File: config.mk
export PLATFORM = sky130hd
export DESIGN_NAME = coreport_wbm
export DESIGN_NICKNAME = d
export VERILOG_FILES = /design/src/rtl/coreport_wbm.sv
export SDC_FILE = /design/constraint.sdc
export NUM_CORES = 1
export LEC_CHECK = 0
export ABC_AREA = 1
export BUFFER_PORTS_ARGS = -buffer_cell sky130_fd_sc_hd__clkbuf_2
export CAP_MARGIN = 10
export CORE_UTILIZATION = 40
export DETAILED_ROUTE_END_ITERATION = 16
export GPL_ROUTABILITY_DRIVEN = 0
export PLACE_DENSITY = 0.79
export SETUP_SLACK_MARGIN = 0.4
export SYNTH_ARGS = -nofsm -noshare
export SYNTH_HDL_FRONTEND = slang
export SYNTH_SLANG_ARGS = --single-unit
File: constraint.sdc
create_clock -name wb_clk -period 1.2 [get_ports wb_clk]
set_clock_uncertainty 0.2 [all_clocks]
set_input_delay 0.3 -clock wb_clk [delete_from_list [all_inputs] [get_ports wb_clk]]
set_output_delay 0.3 -clock wb_clk [all_outputs]
set_load 0.02 [all_outputs]
File: src/rtl/coreport_wbm.sv
// coreport_wbm: single-transaction Wishbone classic master.
// Accepts one command over a valid/ready stream, runs one bus cycle (with
// retry reissue on wb_rty_i) and returns one response with status.
// Optional feature: define CORE_PORT_WBM_TIMEOUT_EN to abort cycles that no
// slave terminates within TIMEOUT bus cycles (status 2'b11).
module coreport_wbm #(
  parameter int WIDTH   = 8,
  parameter int RETRIES = 3,
  parameter int TIMEOUT = 255
) (
  input  logic             wb_clk,
  input  logic             wb_rst,
  // command stream
  input  logic             cmd_valid,
  output logic             cmd_ready,
  input  logic             cmd_we,
  input  logic [31:0]      cmd_adr,
  input  logic [WIDTH-1:0] cmd_dat,
  // response stream
  output logic             rsp_valid,
  input  logic             rsp_ready,
  output logic [WIDTH-1:0] rsp_dat,
  output logic [1:0]       rsp_status,
  // Wishbone master port
  output logic [31:0]      wb_adr_o,
  output logic [WIDTH-1:0] wb_dat_o,
  output logic             wb_we_o,
  output logic             wb_cyc_o,
  output logic             wb_stb_o,
  output logic [2:0]       wb_cti_o,
  output logic [1:0]       wb_bte_o,
  input  logic [WIDTH-1:0] wb_dat_i,
  input  logic             wb_ack_i,
  input  logic             wb_err_i,
  input  logic             wb_rty_i
);

  typedef enum logic [1:0] {
    ST_IDLE  = 2'd0,
    ST_BUS   = 2'd1,
    ST_RETRY = 2'd2,
    ST_RESP  = 2'd3
  } state_t;

  localparam logic [1:0] RS_OK  = 2'b00;
  localparam logic [1:0] RS_ERR = 2'b01;
  localparam logic [1:0] RS_RTY = 2'b10;
  localparam logic [3:0] RETRY_MAX = 4'(RETRIES);

  state_t           state_q, state_d;
  logic             cmd_ready_q, cmd_ready_d;
  logic             rsp_valid_q, rsp_valid_d;
  logic [WIDTH-1:0] rsp_dat_q, rsp_dat_d;
  logic [1:0]       rsp_status_q, rsp_status_d;
  logic [31:0]      adr_q, adr_d;
  logic [WIDTH-1:0] dat_q, dat_d;
  logic             we_q, we_d;
  logic             cyc_q, cyc_d;
  logic [3:0]       retry_cnt_q, retry_cnt_d;

`ifdef CORE_PORT_WBM_TIMEOUT_EN
  localparam logic [1:0] RS_TMO = 2'b11;
  localparam int TO_W = $clog2(TIMEOUT + 1);
  localparam logic [TO_W-1:0] TO_MAX = TO_W'(TIMEOUT);

  logic [TO_W-1:0] to_cnt_q, to_cnt_d, to_cnt_inc;

  // Attempt timeout counter; cleared at command accept and on every reissue
  always_ff @(posedge wb_clk) begin
    if (wb_rst) to_cnt_q <= '0;
    else        to_cnt_q <= to_cnt_d;
  end
`endif

  // State and registered outputs
  always_ff @(posedge wb_clk) begin
    if (wb_rst) begin
      state_q      <= ST_IDLE;
      cmd_ready_q  <= 1'b0;
      rsp_valid_q  <= 1'b0;
      rsp_dat_q    <= '0;
      rsp_status_q <= 2'b00;
      adr_q        <= '0;
      dat_q        <= '0;
      we_q         <= 1'b0;
      cyc_q        <= 1'b0;
      retry_cnt_q  <= 4'd0;
    end else begin
      state_q      <= state_d;
      cmd_ready_q  <= cmd_ready_d;
      rsp_valid_q  <= rsp_valid_d;
      rsp_dat_q    <= rsp_dat_d;
      rsp_status_q <= rsp_status_d;
      adr_q        <= adr_d;
      dat_q        <= dat_d;
      we_q         <= we_d;
      cyc_q        <= cyc_d;
      retry_cnt_q  <= retry_cnt_d;
    end
  end

  // Next-state logic; terminations only matter while the strobe is up (BUS)
  always_comb begin
    state_d      = state_q;
    rsp_dat_d    = rsp_dat_q;
    rsp_status_d = rsp_status_q;
    adr_d        = adr_q;
    dat_d        = dat_q;
    we_d         = we_q;
    cyc_d        = cyc_q;
    retry_cnt_d  = retry_cnt_q;
`ifdef CORE_PORT_WBM_TIMEOUT_EN
    to_cnt_d     = to_cnt_q;
    // saturating increment so the counter can never wrap back to zero
    to_cnt_inc   = (to_cnt_q == TO_MAX) ? to_cnt_q : to_cnt_q + TO_W'(1);
`endif

    case (state_q)
      ST_IDLE: begin
        // cmd_ready_q rather than the state gates the accept, so nothing is
        // taken in the first cycle after reset
        if (cmd_valid && cmd_ready_q) begin
          adr_d       = cmd_adr;
          dat_d       = cmd_dat;
          we_d        = cmd_we;
          retry_cnt_d = 4'd0;
`ifdef CORE_PORT_WBM_TIMEOUT_EN
          to_cnt_d    = '0;
`endif
          cyc_d       = 1'b1;
          state_d     = ST_BUS;
        end
      end

      ST_BUS: begin
        if (wb_err_i) begin
          rsp_status_d = RS_ERR;
          rsp_dat_d    = '0;
          cyc_d        = 1'b0;
          state_d      = ST_RESP;
        end else if (wb_ack_i) begin
          rsp_status_d = RS_OK;
          rsp_dat_d    = we_q ? '0 : wb_dat_i;
          cyc_d        = 1'b0;
          state_d      = ST_RESP;
        end else if (wb_rty_i) begin
          cyc_d = 1'b0;
          if (retry_cnt_q < RETRY_MAX) begin
            retry_cnt_d = retry_cnt_q + 4'd1;
            state_d     = ST_RETRY;
          end else begin
            rsp_status_d = RS_RTY;
            rsp_dat_d    = '0;
            state_d      = ST_RESP;
          end
        end else begin
`ifdef CORE_PORT_WBM_TIMEOUT_EN
          to_cnt_d = to_cnt_inc;
          if (to_cnt_inc == TO_MAX) begin
            rsp_status_d = RS_TMO;
            rsp_dat_d    = '0;
            cyc_d        = 1'b0;
            state_d      = ST_RESP;
          end
`endif
        end
      end

      ST_RETRY: begin
        // one idle cycle with cyc/stb low, then reissue the same access
`ifdef CORE_PORT_WBM_TIMEOUT_EN
        to_cnt_d = '0;
`endif
        cyc_d   = 1'b1;
        state_d = ST_BUS;
      end

      ST_RESP: begin
        if (rsp_ready) state_d = ST_IDLE;
      end

      default: begin
        cyc_d   = 1'b0;
        state_d = ST_IDLE;
      end
    endcase

    // handshake flags follow the state being entered so they are registered
    cmd_ready_d = (state_d == ST_IDLE);
    rsp_valid_d = (state_d == ST_RESP);
  end

  assign cmd_ready  = cmd_ready_q;
  assign rsp_valid  = rsp_valid_q;
  assign rsp_dat    = rsp_dat_q;
  assign rsp_status = rsp_status_q;
  assign wb_adr_o   = adr_q;
  assign wb_dat_o   = dat_q;
  assign wb_we_o    = we_q;
  assign wb_cyc_o   = cyc_q;
  assign wb_stb_o   = cyc_q;
  assign wb_cti_o   = 3'b000;
  assign wb_bte_o   = 2'b00;

endmodule

# Word-level counts from Yosys, hierarchy flattened
# Index checks and enable logic that the tools add are counted.
[totals]
regBits = 60
latch_bits = 0
ramBits = 0
mem_bits_ro = 0
out_inout_bits = 60
mem_count = 0
[op_classes]
n_addsub = 1
mul = 0
div_mod_pow = 0
magnitude_cmp = 1
n_eq_ne = 11
shifts = 0
muxes = 27
bitwise = 0
n_reduce_logical = 10
[op_table]
columns = ["op", "count"]
rows = [
  ["8-bit two-way mux", 5],
  ["4-bit two-way mux", 5],
  ["2-bit two-way mux", 9],
  ["2-bit inequality test (second input constant)", 5],
  ["2-bit case mux with 4 select lines", 1],
  ["4-bit case mux with 2 select lines", 1],
  ["2-bit == test (second input constant)", 3],
  ["3-bit AND reduction", 2],
  ["6-bit AND reduction", 1],
  ["3-bit nonzero test", 2],
  ["1-bit two-way mux", 5],
  ["4-bit by 1-bit adder with 4-bit output (second input constant)", 1],
  ["2-bit logical NOT", 2],
  ["4-bit by 2-bit less-than comparator with 1-bit output (second input constant)", 1],
  ["4-bit inequality test (second input constant)", 1],
  ["3-bit inequality test (second input constant)", 1],
  ["1-bit case mux with 3 select lines", 1],
  ["2-bit by 1-bit == test with 1-bit output (second input constant)", 1],
  ["2-bit AND reduction", 1],
  ["2-bit nonzero test", 1],
  ["1-bit logical AND", 1],
]

# Depth between registers and ports, before layout
# Gate-level depths: netlist of the first run.
[depth]
word_depth = 7
ltp_mapped = 7
depth_no_buf = 7

# Least setup slack after synthesis of the first run
# OpenSTA, ideal clock, no wires.
[synth_path]
path_type = "register to register"
start = "register retry_cnt_q[0]"
end = "register retry_cnt_q[0]"
t_arrival_ps = 1024
setup_slack_ps = -139
path_stages_with_launch = 8
path_buffers = 0
cell_sequence = "dfxtp_1 -> ha_1 -> inv_1 -> nand2_1 -> o21ai_1 -> nand3_1 -> nand2_1 -> nor2_1"
[synth_via]
elab_chain_cells = 6
elab_cells_between_ends = 9
cone_classes = "add/sub (1); order compare (1); eq/ne (1); mux (5); reduce/logical (1)"
[synth_lines]
columns = ["item", "line_no", "rtl"]
rows = [
  ["from (decl)", "59", "logic [3:0] retry_cnt_q, retry_cnt_d;"],
  ["from (signal assigned)", "98", "retry_cnt_q <= retry_cnt_d;"],
  ["4-bit by 1-bit adder with 4-bit output", "149", "retry_cnt_d = retry_cnt_q + 4'd1;"],
  ["4-bit two-way mux", "148", "if (retry_cnt_q < RETRY_MAX) begin"],
  ["4-bit two-way mux", "146", "end else if (wb_rty_i) begin"],
  ["4-bit two-way mux", "141", "end else if (wb_ack_i) begin"],
  ["4-bit two-way mux", "136", "if (wb_err_i) begin"],
  ["4-bit case mux with 2 select lines", "118", "case (state_q)"],
]
# Several ways; a longest one is shown, not always the timed one. The select of a mux whose other input is x is not followed.
# A chain may end at the register's enable or synchronous reset.

# Worst setup path in the final report of the first run
[layout_path]
start = "register state_q[1]"
end = "register adr_q[0] (netlist: wb_adr_o[0])"
[layout_via]
elab_chain_cells = 2
[layout_lines]
columns = ["item", "line_no", "rtl"]
rows = [
  ["from (decl)", "50", "state_t state_q, state_d;"],
  ["from (signal assigned)", "89", "state_q <= state_d;"],
  ["2-bit logical NOT", "118", ""],
  ["2-bit AND reduction (no source line)", "n/a", ""],
  ["to (signal assigned)", "94", "adr_q <= adr_d;"],
  ["to (decl)", "55", "logic [31:0] adr_q, adr_d;"],
]
# Every way passes these cells.

==> impl_metrics.py, run 1 <==
metrics = {
    "status": {
        "status": "finished with violations",
        "violations": "setup timing",
    },
    "power": {
        "p_switching_mw": 2.92,
        "p_int_mw": 5.02,
        "netSwitchingFraction": 0.368,
        "p_clk_frac": 0.221,
        "ir_worst_vdd_uv": 1450,
        "p_leak_nw": 2.24,
        "seqPwrFrac": 0.334,
        "p_per_area_nw_per_um2": 1540,
        "total_power_mw": 7.94,
        "combPwrFrac": 0.444,
    },
    "global_route": {
        "antenna_found_initial": 0,
        "grt-ovfl-total": 0,
        "grt_pass1_wl_um": 11900,
        "grt_usage": 0.258,
        "grt_max_degree": 54,
        "grt_pass1_vias": 2528,
    },
    "hold_path": {
        "min_from": "cmd_adr[11]",
        "holdCritPathClass": "primary input to flop",
        "hold_depth": 3,
    },
    "floorplanning": {
        "dieHeight_um": 77.3,
        "core_area_um2": 5470,
        "num_rows": 27,
        "fp.dieW_um": 77.3,
        "die_area_um2": 5980,
        "num_io_pins": 116,
        "initial_core_util": 0.415,
    },
    "route": {
        "firstDrtPassIters": 5,
        "route.detailed.drc": 0,
        "drtIter0Drc": 303,
        "drt-total-wl_um": 13700,
        "wl_per_cell_um": 25.2,
        "num_vias": 3331,
        "viasPerCell": 6.12,
        "ant_nets": 0,
    },
    "finish": {
        "postLayoutCoreUtil": 0.942,
        "layout.nets": 524,
        "layout-drive-gt1-share": 0.782,
        "num_antenna_cells": 0,
        "syn_to_final_growth_pct": 127,
    },
    "sta": {
        "worst_slack_ns": -0.527,
        "clock.fmax_ghz": 0.579,
        "finalMaxSlewViolations": 0,
        "holdWs_ns": 0.00145,
        "finalSetupViolCount": 114,
        "min_period_ns": 1.73,
        "grt_setup_unrepaired": "yes",
        "fin_crit_sh": 1.44,
        "hold_viol_final": 0,
    },
    "setup_path": {
        "crit_path_start": "state_q[1]$_SDFF_PP0_",
        "criticalPathCategory": "flop to flop",
        "r2r-start": "state_q[1]$_SDFF_PP0_",
        "critPathMaxFanout": 8,
        "cp.arrival_ns": 1.72,
        "critPathRequiredTime_ns": 1.19,
        "ff2ff_path_depth": 7,
        "worst_setup_path_start_kind": "flop",
        "crit_path_end_kind": "flop",
    },
    "synth": {
        "yosys_warnings": 0,
        "synth-seq-cells": 60,
        "syn_area_um2": 2270,
        "ys_async_sr_fraction": 0,
        "ys_seq_area_frac": 0.529,
        "synth_edf_count": 0,
        "netlist-cell-type-count": 23,
        "synthFlopType": "dfxtp_1",
        "syn_area_per_cell_um2": 7.72,
        "netlist_instances": 294,
    },
    "clock_network": {
        "clk-insertion-delay-late_ns": 0.34,
        "htree_levels": 3,
        "cts_root_buf": "clkbuf_8",
        "cts_sinks": 60,
        "cts.clk_slew.worst_paths_ns": 0.07,
        "cts_tree": "done",
        "cts_buffer_depth": 2,
        "numCtsBuffers": 9,
    },
    "placed_design": {
        "portBuffers": 110,
        "dpl.hpwl_um": 4090,
    },
    "job": {
        "max_cap_viol_count": 0,
    },
}
## layer usage
layer / wire length [um] / vias to the layer above / track usage
met5: 0 / - / 0
met4: 1300 / 0 / 0.109
met3: 1370 / 142 / 0.0471
met2: 6510 / 352 / 0.504
met1: 4550 / 1542 / 0.264
li1: - / 1295 / -
## cells in the mapped netlist (2+ instances only)
master	n	area [um2]
a21oi_1	13	65.1
buf_2	2	10.0
buf_4	10	75.1
clkbuf_1	8	30.0
dfxtp_1	60	1200
inv_1	6	22.5
inv_2	2	7.51
nand2_1	18	67.6
nand2_2	3	18.8
nand3_1	8	40.0
nor2_1	101	379
nor2_4	2	22.5
o21ai_0	49	245
o21ai_1	3	15.0
## power groups by stage
stage,logic [mW],registers [mW],clock network [mW]
3_3_place_gp,1.57,2.50,0
5_1_grt,3.64,2.68,1.84
4_1_cts,2.41,2.50,1.72
2_1_floorplan,0.732,2.82,0
6_report,3.53,2.66,1.76
3_5_place_dp,1.60,2.52,0
## critical path, cell delays in order, from the launching register on
cell       delay, ns
dfxtp_4         0.36
nor2_4          0.14
nand3_4         0.11
buf_12          0.17
clkinv_16       0.09
buf_12          0.14
nor2_2          0.05
nor2_1          0.32
## per-stage QoR
| step | TNS (ns) | cell area (um2) | instances | worst slack [ns] |
|---|---|---|---|---|
| 3_3_place_gp | -7.58 | 3260 | 478 | -0.173 |
| 5_1_grt | -25.99 | 5160 | 544 | -0.544 |
| 4_1_cts | -15.52 | 4350 | 512 | -0.224 |
| 2_1_floorplan | -2.48 | 2560 | 298 | -0.0694 |
| 6_report | -22.58 | 5160 | 544 | -0.527 |
| 3_5_place_dp | -8.81 | 3260 | 478 | -0.207 |
## worst paths after layout
path / slack (ns) / to
min reg2reg: 0.30 / retry_cnt_q[2]$_SDFFE_PP0P_
max: -0.53 / wb_adr_o[0]$_SDFFE_PP0P_
max reg2reg: -0.53 / wb_adr_o[0]$_SDFFE_PP0P_
min: 0.001 / wb_adr_o[11]$_SDFFE_PP0P_
## cells in the final DEF (no fill, tap or decap), drive strengths merged
master / Yosys / final
conb: 1 / 5
nor3: 1 / 1
nor2: 104 / 105
buf: 12 / 117
dfxtp: 60 / 60
inv: 8 / 7
a21oi: 14 / 14
clkbuf: 8 / 68
nand2: 21 / 22
o22ai: 1 / 1
o21ai: 52 / 52
clkinv: 0 / 6
nor3b: 1 / 1
ha: 1 / 1
clkinvlp: 0 / 1
or2: 1 / 1
nand3: 9 / 9
bufinv: 0 / 1
## cells by family after synthesis
logic type | count (synthesis) | share of synthesized area
simple gates | 137 | 0.250
fa+ha+maj | 1 | 0.00551
flops | 60 | 0.529
compound gates | 67 | 0.150
other cells | 1 | 0.00165
buf+inv | 28 | 0.0639
## cell type report
| class | count | area, um2 |
|---|---|---|
| Fill cell | 141 | 315 |
| Clock buffer | 9 | 124 |
| Clock inverter | 7 | 57.6 |
| Timing Repair Buffer | 176 | 1850 |
| Tap cell | 72 | 90.1 |
| Sequential cell | 60 | 1410 |
| Inverter | 8 | 66.3 |
| Multi-Input combinational cell | 212 | 1560 |
## sequential cells by signal, summed over array words and instances, names as in the netlist
name         count
rsp_dat          8
state_q          2
wb_dat_o         8
cmd_ready        1
retry_cnt_q      4
wb_we_o          1
rsp_status       2
rsp_valid        1
wb_adr_o        32
wb_cyc_o         1
## repair_timing
action / CTS / global route
gates cloned: 5 / 5
gates resized for setup: 184 / 169
buffers inserted: 13 / 27
hold endpoints to repair: 5 / 0
endpoints found under the setup margin: 115 / 115
pin swaps: 7 / 39
(Power assumes the default switching activity.)
==> inputs of run 2 (changes only) <==
--- a/config.mk
+++ b/config.mk
@@ -8,10 +8,10 @@
 export ABC_AREA = 1
 export BUFFER_PORTS_ARGS = -buffer_cell sky130_fd_sc_hd__clkbuf_2
 export CAP_MARGIN = 10
-export CORE_UTILIZATION = 40
+export CORE_UTILIZATION = 45
 export DETAILED_ROUTE_END_ITERATION = 16
 export GPL_ROUTABILITY_DRIVEN = 0
-export PLACE_DENSITY = 0.79
+export PLACE_DENSITY = 0.83
 export SETUP_SLACK_MARGIN = 0.4
 export SYNTH_ARGS = -nofsm -noshare
 export SYNTH_HDL_FRONTEND = slang
==> constraint.sdc (replaced) <==
create_clock -name wb_clk -period 1.7 [get_ports wb_clk]
set_clock_uncertainty 0.2 [all_clocks]
set_input_delay 0.425 -clock wb_clk [delete_from_list [all_inputs] [get_ports wb_clk]]
set_output_delay 0.425 -clock wb_clk [all_outputs]
set_load 0.02 [all_outputs]
==> run 2 against run 1 <==
Net effect:
- the flow now stops in global routing (5_1_grt)
- area after synthesis unchanged
- synthesized cell count unchanged
==> impl_metrics.py, run 2 <==
metrics = {
    "clock_network": {
        "htree_levels": 3,
        "cts_root_buf": "clkbuf_8",
        "cts_buffer_depth": 2,
        "cts_sinks": 60,
        "numCtsBuffers": 9,
    },
    "synth": {
        "synth_area_leaders": "dfxtp_1, nor2_1, o21ai_0",
        "synthFlopType": "dfxtp_1",
        "ys_top_cells_by_count": "nor2_1, dfxtp_1, o21ai_0",
        "synth_edf_count": 0,
        "yosys_warnings": 0,
        "synth-seq-cells": 60,
        "netlist-cell-type-count": 23,
        "syn_area_per_cell_um2": 7.72,
        "netlist_instances": 294,
        "ys_async_sr_fraction": 0,
        "syn_area_um2": 2270,
        "synth_most_common_cell": "nor2_1",
        "synth_top_area_cell": "dfxtp_1",
        "synthDominantCellAreaShare": 0.529,
        "ys_seq_area_frac": 0.529,
    },
    "status": {
        "status": "aborted with a tool error",
        "stop_stage": "global routing (5_1_grt)",
        "error_line": "[ERROR DPL-0033] detailed placement checks failed during check placement.",
    },
    "floorplanning": {
        "fp.dieW_um": 73.0,
        "num_rows": 25,
        "dieHeight_um": 73.0,
        "num_io_pins": 116,
        "initial_core_util": 0.475,
    },
    "sta": {
        "worst_endpoint": "wb_adr_o[23]$_SDFFE_PP0P_/D",
        "worst_path_end_type": "sequential cell input",
    },
    "placed_design": {
        "dpl.hpwl_um": 3850,
        "portBuffers": 110,
    },
    "global_route": {
        "antenna_found_initial": 0,
        "grt_max_degree": 54,
    },
}
==> run 2: cell counts after synthesis <==
No cell type changed its count.
==> run 2: metrics by stage <==
step / setup WS (ns) / cells / cell area [um2] / utilization
after floorplan: 0.339 / 298 / 2300 / -
after detailed placement: 0.140 / 460 / 2880 / 0.602
after global placement: 0.193 / 460 / 2880 / 0.602
after CTS: 0.244 / 498 / 4170 / 0.870
==> run 2: timing repair <==
action / 4_1_cts
gates resized for setup: 246
hold buffers: 0
gates cloned: 7
pin swaps: 16
setup endpoints to repair: 113
buffers inserted: 16
==> run 2: cell families after synthesis <==
family,share of synthesized area
other,0.00165
flip-flops,0.529
adder cells (fa/ha/maj),0.00551
AO/OA/AOI/OAI,0.150
buffers and inverters,0.0639
AND/OR/NAND/NOR,0.250
==> inputs of run 3 (changes only) <==
--- a/config.mk
+++ b/config.mk
@@ -8,11 +8,10 @@
 export ABC_AREA = 1
 export BUFFER_PORTS_ARGS = -buffer_cell sky130_fd_sc_hd__clkbuf_2
 export CAP_MARGIN = 10
-export CORE_UTILIZATION = 45
+export CORE_UTILIZATION = 32
 export DETAILED_ROUTE_END_ITERATION = 16
 export GPL_ROUTABILITY_DRIVEN = 0
-export PLACE_DENSITY = 0.83
-export SETUP_SLACK_MARGIN = 0.4
+export PLACE_DENSITY_LB_ADDON = 0.15
 export SYNTH_ARGS = -nofsm -noshare
 export SYNTH_HDL_FRONTEND = slang
 export SYNTH_SLANG_ARGS = --single-unit
==> run 3 against run 2 <==
Net effect:
- the run now ends clean
==> impl_metrics.py, run 3 (synthesis results as in run 1) <==
metrics = {
    "status": {
        "status": "finished clean",
    },
    "hold_path": {
        "min_from": "wb_dat_i[3]",
        "holdCritPathClass": "primary input to flop",
    },
    "finish": {
        "layout_commonest_cell": "clkbuf_2",
        "fill_cells": 753,
        "postLayoutCoreUtil": 0.455,
        "largest_register_ffs": 32,
        "layout-drive-gt1-share": 0.349,
        "syn_to_final_growth_pct": 37.0,
        "num_antenna_cells": 0,
        "layout.nets": 463,
        "final_cell_mix": "clkbuf_2, nor2_1, dfxtp_1",
    },
    "route": {
        "drt-total-wl_um": 5500,
        "drtIter0Drc": 78,
        "viasPerCell": 4.34,
        "ant_nets": 0,
        "wl_per_cell_um": 10.9,
        "num_vias": 2198,
        "route.detailed.drc": 0,
        "firstDrtPassIters": 4,
    },
    "sta": {
        "clock.fmax_ghz": 0.649,
        "holdWs_ns": 0.140,
        "finalMaxSlewViolations": 0,
        "finalSetupViolCount": 0,
        "grt_setup_unrepaired": "no",
        "hold_viol_final": 0,
        "worst_slack_ns": 0.159,
        "fin_crit_sh": 0.906,
        "min_period_ns": 1.54,
        "finalSetupTns_ns": 0,
    },
    "floorplanning": {
        "die_area_um2": 7440,
        "num_io_pins": 116,
        "num_rows": 30,
        "dieHeight_um": 86.2,
        "fp.dieW_um": 86.2,
        "initial_core_util": 0.332,
        "core_area_um2": 6830,
    },
    "clock_network": {
        "clk-insertion-delay-late_ns": 0.32,
        "post_cts_buffers": 0,
        "cts_sinks": 60,
        "hold_buffers": 0,
        "cts.clk_slew.worst_paths_ns": 0.06,
        "numCtsBuffers": 9,
        "cts_buffer_depth": 2,
        "cts_tree": "done",
        "cts_root_buf": "clkbuf_8",
        "htree_levels": 3,
        "cts_resized": 0,
    },
    "power": {
        "p_per_area_nw_per_um2": 1270,
        "p_leak_nw": 1.48,
        "ir_worst_vdd_uv": 510,
    },
    "setup_path": {
        "path_delay_family": "flip-flops",
        "r2r-start": "retry_cnt_q[0]$_SDFFE_PP0P_",
        "crit_buf_inv": 1,
        "worst_setup_path_start_kind": "flop",
        "critPathMaxFanout": 4,
        "crit_path_end_kind": "primary output",
        "crit_path_start": "wb_we_o$_SDFFE_PP0P_",
        "criticalPathCategory": "flop to primary output",
        "critPathRequiredTime_ns": 1.07,
        "critPathSlowestCell": "dfxtp_1",
        "cp_cell_sequence": "clkbuf_2",
        "crit_path_max_incr_delay_ns": 0.40,
        "cp.arrival_ns": 0.92,
    },
    "placed_design": {
        "dp_slack_ns": 0.0827,
        "portBuffers": 110,
        "dpl.hpwl_um": 3840,
    },
    "global_route": {
        "grt_usage": 0.148,
        "antenna_found_initial": 0,
        "grt_max_degree": 42,
        "grt_pass1_vias": 1952,
        "grt-ovfl-total": 0,
        "grt_pass1_wl_um": 8630,
    },
    "job": {
        "max_cap_viol_count": 0,
    },
}
run 3: cell type report:
class	count	area [um2]	area share
clock buffer	11	141	0.0455
tap	96	120	0.0386
sequential	60	1200	0.386
timing repair buffer	117	628	0.202
clock inverter	4	50.0	0.0161
inverter	8	30.0	0.00965
multi-input combinational	210	940	0.302
run 3: path summary, 6_finish.rpt:
kind | depth (start not counted) | slack, ns | endpoint
max reg2reg | 7 | 0.21 | retry_cnt_q[3]$_SDFFE_PP0P_
min reg2reg | 2 | 0.24 | retry_cnt_q[3]$_SDFFE_PP0P_
min | 3 | 0.14 | rsp_dat[3]$_SDFFE_PP0P_
max | 1 | 0.16 | wb_we_o
run 3: worst min-delay path, delay by kind of cell:
kind                   cells  cell delay [ns]
AO/OA/AOI/OAI              1             0.05
buffers and inverters      1             0.07
AND/OR/NAND/NOR            1             0.08
run 3: per-stage QoR:
step	instances	power [mW]	area (um2)
6_report	506	3.94	3110
5_1_grt	506	4.17	3110
4_1_cts	506	4.00	3110
3_5_place_dp	491	2.74	2920
3_3_place_gp	491	2.72	2920
2_1_floorplan	298	2.40	2290
run 3: power breakdown:
group / total, mW / internal, mW / switching (mW)
Combinational: 0.995 / 0.357 / 0.638
Sequential: 1.70 / 1.60 / 0.102
Clock: 1.24 / 0.706 / 0.538
Total: 3.94 / 2.66 / 1.28
run 3: routing by layer:
metal  vias to the layer above  track usage  part of all wire  wire length [um]
li1                       1159            -                 -                 -
met2                        79        0.250              0.45              2490
met5                         -            0                 0                 0
met4                         0       0.0727             0.017                93
met1                       951        0.174              0.46              2540
met3                         9       0.0400             0.068               375
==> inputs of run 4 (changes only) <==
--- a/config.mk
+++ b/config.mk
@@ -8,10 +8,11 @@
 export ABC_AREA = 1
 export BUFFER_PORTS_ARGS = -buffer_cell sky130_fd_sc_hd__clkbuf_2
 export CAP_MARGIN = 10
-export CORE_UTILIZATION = 32
+export CORE_UTILIZATION = 45
 export DETAILED_ROUTE_END_ITERATION = 16
 export GPL_ROUTABILITY_DRIVEN = 0
 export PLACE_DENSITY_LB_ADDON = 0.15
+export SKIP_LAST_GASP = 1
 export SYNTH_ARGS = -nofsm -noshare
 export SYNTH_HDL_FRONTEND = slang
 export SYNTH_SLANG_ARGS = --single-unit
==> constraint.sdc (replaced) <==
create_clock -name wb_clk -period 1.5 [get_ports wb_clk]
set_clock_uncertainty 0.2 [all_clocks]
set_input_delay 0.375 -clock wb_clk [delete_from_list [all_inputs] [get_ports wb_clk]]
set_output_delay 0.375 -clock wb_clk [all_outputs]
set_load 0.02 [all_outputs]
==> run 4 against run 3 <==
Net effect:
- power rose by 23%
- utilization increased by 22 points
- sequential power rose by 14%
- largest power group unchanged
==> impl_metrics.py, run 4 (synthesis results as in run 1) <==
metrics = {
    "sta": {
        "finalMaxSlewViolations": 0,
        "clock.fmax_ghz": 0.678,
        "fin_crit_sh": 0.983,
        "grt_setup_unrepaired": "yes",
        "hold_viol_final": 0,
        "min_period_ns": 1.48,
        "finalSetupViolCount": 0,
        "worst_slack_ns": 0.0248,
        "finalSetupTns_ns": 0,
    },
    "route": {
        "route.detailed.drc": 0,
        "drt-total-wl_um": 5480,
        "ant_nets": 0,
        "firstDrtPassIters": 4,
        "wl_per_cell_um": 11.3,
        "num_vias": 2274,
        "drtIter0Drc": 126,
        "viasPerCell": 4.71,
    },
    "finish": {
        "layout_commonest_cell": "clkbuf_2",
        "layout-drive-gt1-share": 0.377,
        "layout.nets": 468,
        "fill_cells": 433,
        "final_cell_mix": "clkbuf_2, nor2_1, dfxtp_1",
        "syn_to_final_growth_pct": 42.6,
        "largest_register_ffs": 32,
        "postLayoutCoreUtil": 0.677,
        "multiInputGateArea_um2": 992,
        "seq_area_um2": 1200,
        "num_antenna_cells": 0,
    },
    "floorplanning": {
        "die_area_um2": 5330,
        "num_io_pins": 116,
        "num_rows": 25,
        "initial_core_util": 0.475,
        "dieHeight_um": 73.0,
        "fp.dieW_um": 73.0,
        "core_area_um2": 4790,
    },
    "job": {
        "max_cap_viol_count": 0,
    },
    "status": {
        "status": "finished clean",
    },
    "setup_path": {
        "crit_path_end_kind": "primary output",
        "crit_path_start": "cmd_ready$_SDFF_PP0_",
        "cp.arrival_ns": 0.90,
        "worst_setup_path_start_kind": "flop",
        "crit_path_max_incr_delay_ns": 0.39,
        "cp_cell_sequence": "clkbuf_2",
        "r2r-start": "state_q[0]$_SDFF_PP0_",
        "critPathRequiredTime_ns": 0.92,
        "criticalPathCategory": "flop to primary output",
        "critPathMaxFanout": 3,
        "path_delay_family": "flip-flops",
        "crit_buf_inv": 1,
        "critPathSlowestCell": "dfxtp_1",
    },
    "global_route": {
        "grt_max_degree": 34,
        "grt_usage": 0.206,
        "grt-ovfl-total": 0,
        "antenna_found_initial": 0,
        "grt_pass1_wl_um": 8440,
        "grt_pass1_vias": 1951,
    },
    "clock_network": {
        "htree_levels": 3,
        "cts.clk_slew.worst_paths_ns": 0.07,
        "post_cts_buffers": 0,
        "cts_buffer_depth": 2,
        "cts_root_buf": "clkbuf_8",
        "clk-insertion-delay-late_ns": 0.32,
        "hold_buffers": 0,
        "cts_sinks": 60,
        "cts_tree": "done",
        "numCtsBuffers": 9,
    },
    "power": {
        "p_per_area_nw_per_um2": 1490,
        "ir_worst_vdd_uv": 944,
        "p_leak_nw": 1.56,
    },
    "placed_design": {
        "dpl.hpwl_um": 3770,
        "portBuffers": 110,
        "dp_slack_ns": -0.0556,
    },
    "hold_path": {
        "holdCritPathClass": "primary input to flop",
        "min_from": "cmd_adr[12]",
    },
}
## run 4: cell count changes in the layout (fill, tap and decap cells not counted), sizes merged
cell	previous run	this run
buf	7	10
bufinv	1	2
clkbuf	121	124
clkinv	1	0
clkinvlp	2	1
nor2	104	105
## run 4: what timing repair did
item / in CTS / in global routing
cloned: 0 / 2
pin swaps: 0 / 3
gates resized for setup: 1 / 21
endpoints found under the setup margin: 1 / 38
## run 4: final cells by class
| type | instances | share of cell area |
|---|---|---|
| sequential | 60 | 0.372 |
| clock inverter | 3 | 0.0209 |
| tap | 67 | 0.0259 |
| clock buffer | 13 | 0.0522 |
| inverter | 8 | 0.00927 |
| multi-input combinational | 211 | 0.306 |
| timing repair buffer | 121 | 0.214 |
## run 4: worst paths after layout
kind | to | cells past startpoint | slack (ns)
worst max-delay path | cmd_ready | 1 | 0.02
worst min-delay path | wb_adr_o[12]$_SDFFE_PP0P_ | 3 | 0.09
worst min register to register | retry_cnt_q[3]$_SDFFE_PP0P_ | 2 | 0.24
worst max register to register | wb_adr_o[21]$_SDFFE_PP0P_ | 5 | 0.09
## run 4: per-layer routing
metal,part of all wire,vias to the layer above,GRT usage
met2,0.46,80,0.341
li1,-,1176,-
met1,0.46,1011,0.242
met5,0,-,0
met4,0.013,0,0.109
met3,0.065,7,0.0580
## run 4: stage by stage
step | instance area, um2 | std cells | hold slack [ns] | total power [mW]
6_report | 3240 | 483 | 0.0885 | 4.83
5_1_grt | 3240 | 483 | 0.100 | 5.09
4_1_cts | 3160 | 481 | 0.0905 | 4.80
3_5_place_dp | 2920 | 465 | 0.236 | 3.11
3_3_place_gp | 2920 | 465 | 0.229 | 3.09
2_1_floorplan | 2290 | 298 | 0.218 | 2.72
## run 4: report_power, final
part / internal [mW] / switching [mW]
Clock: 1.07 / 0.610
Combinational: 0.453 / 0.756
Sequential: 1.81 / 0.124
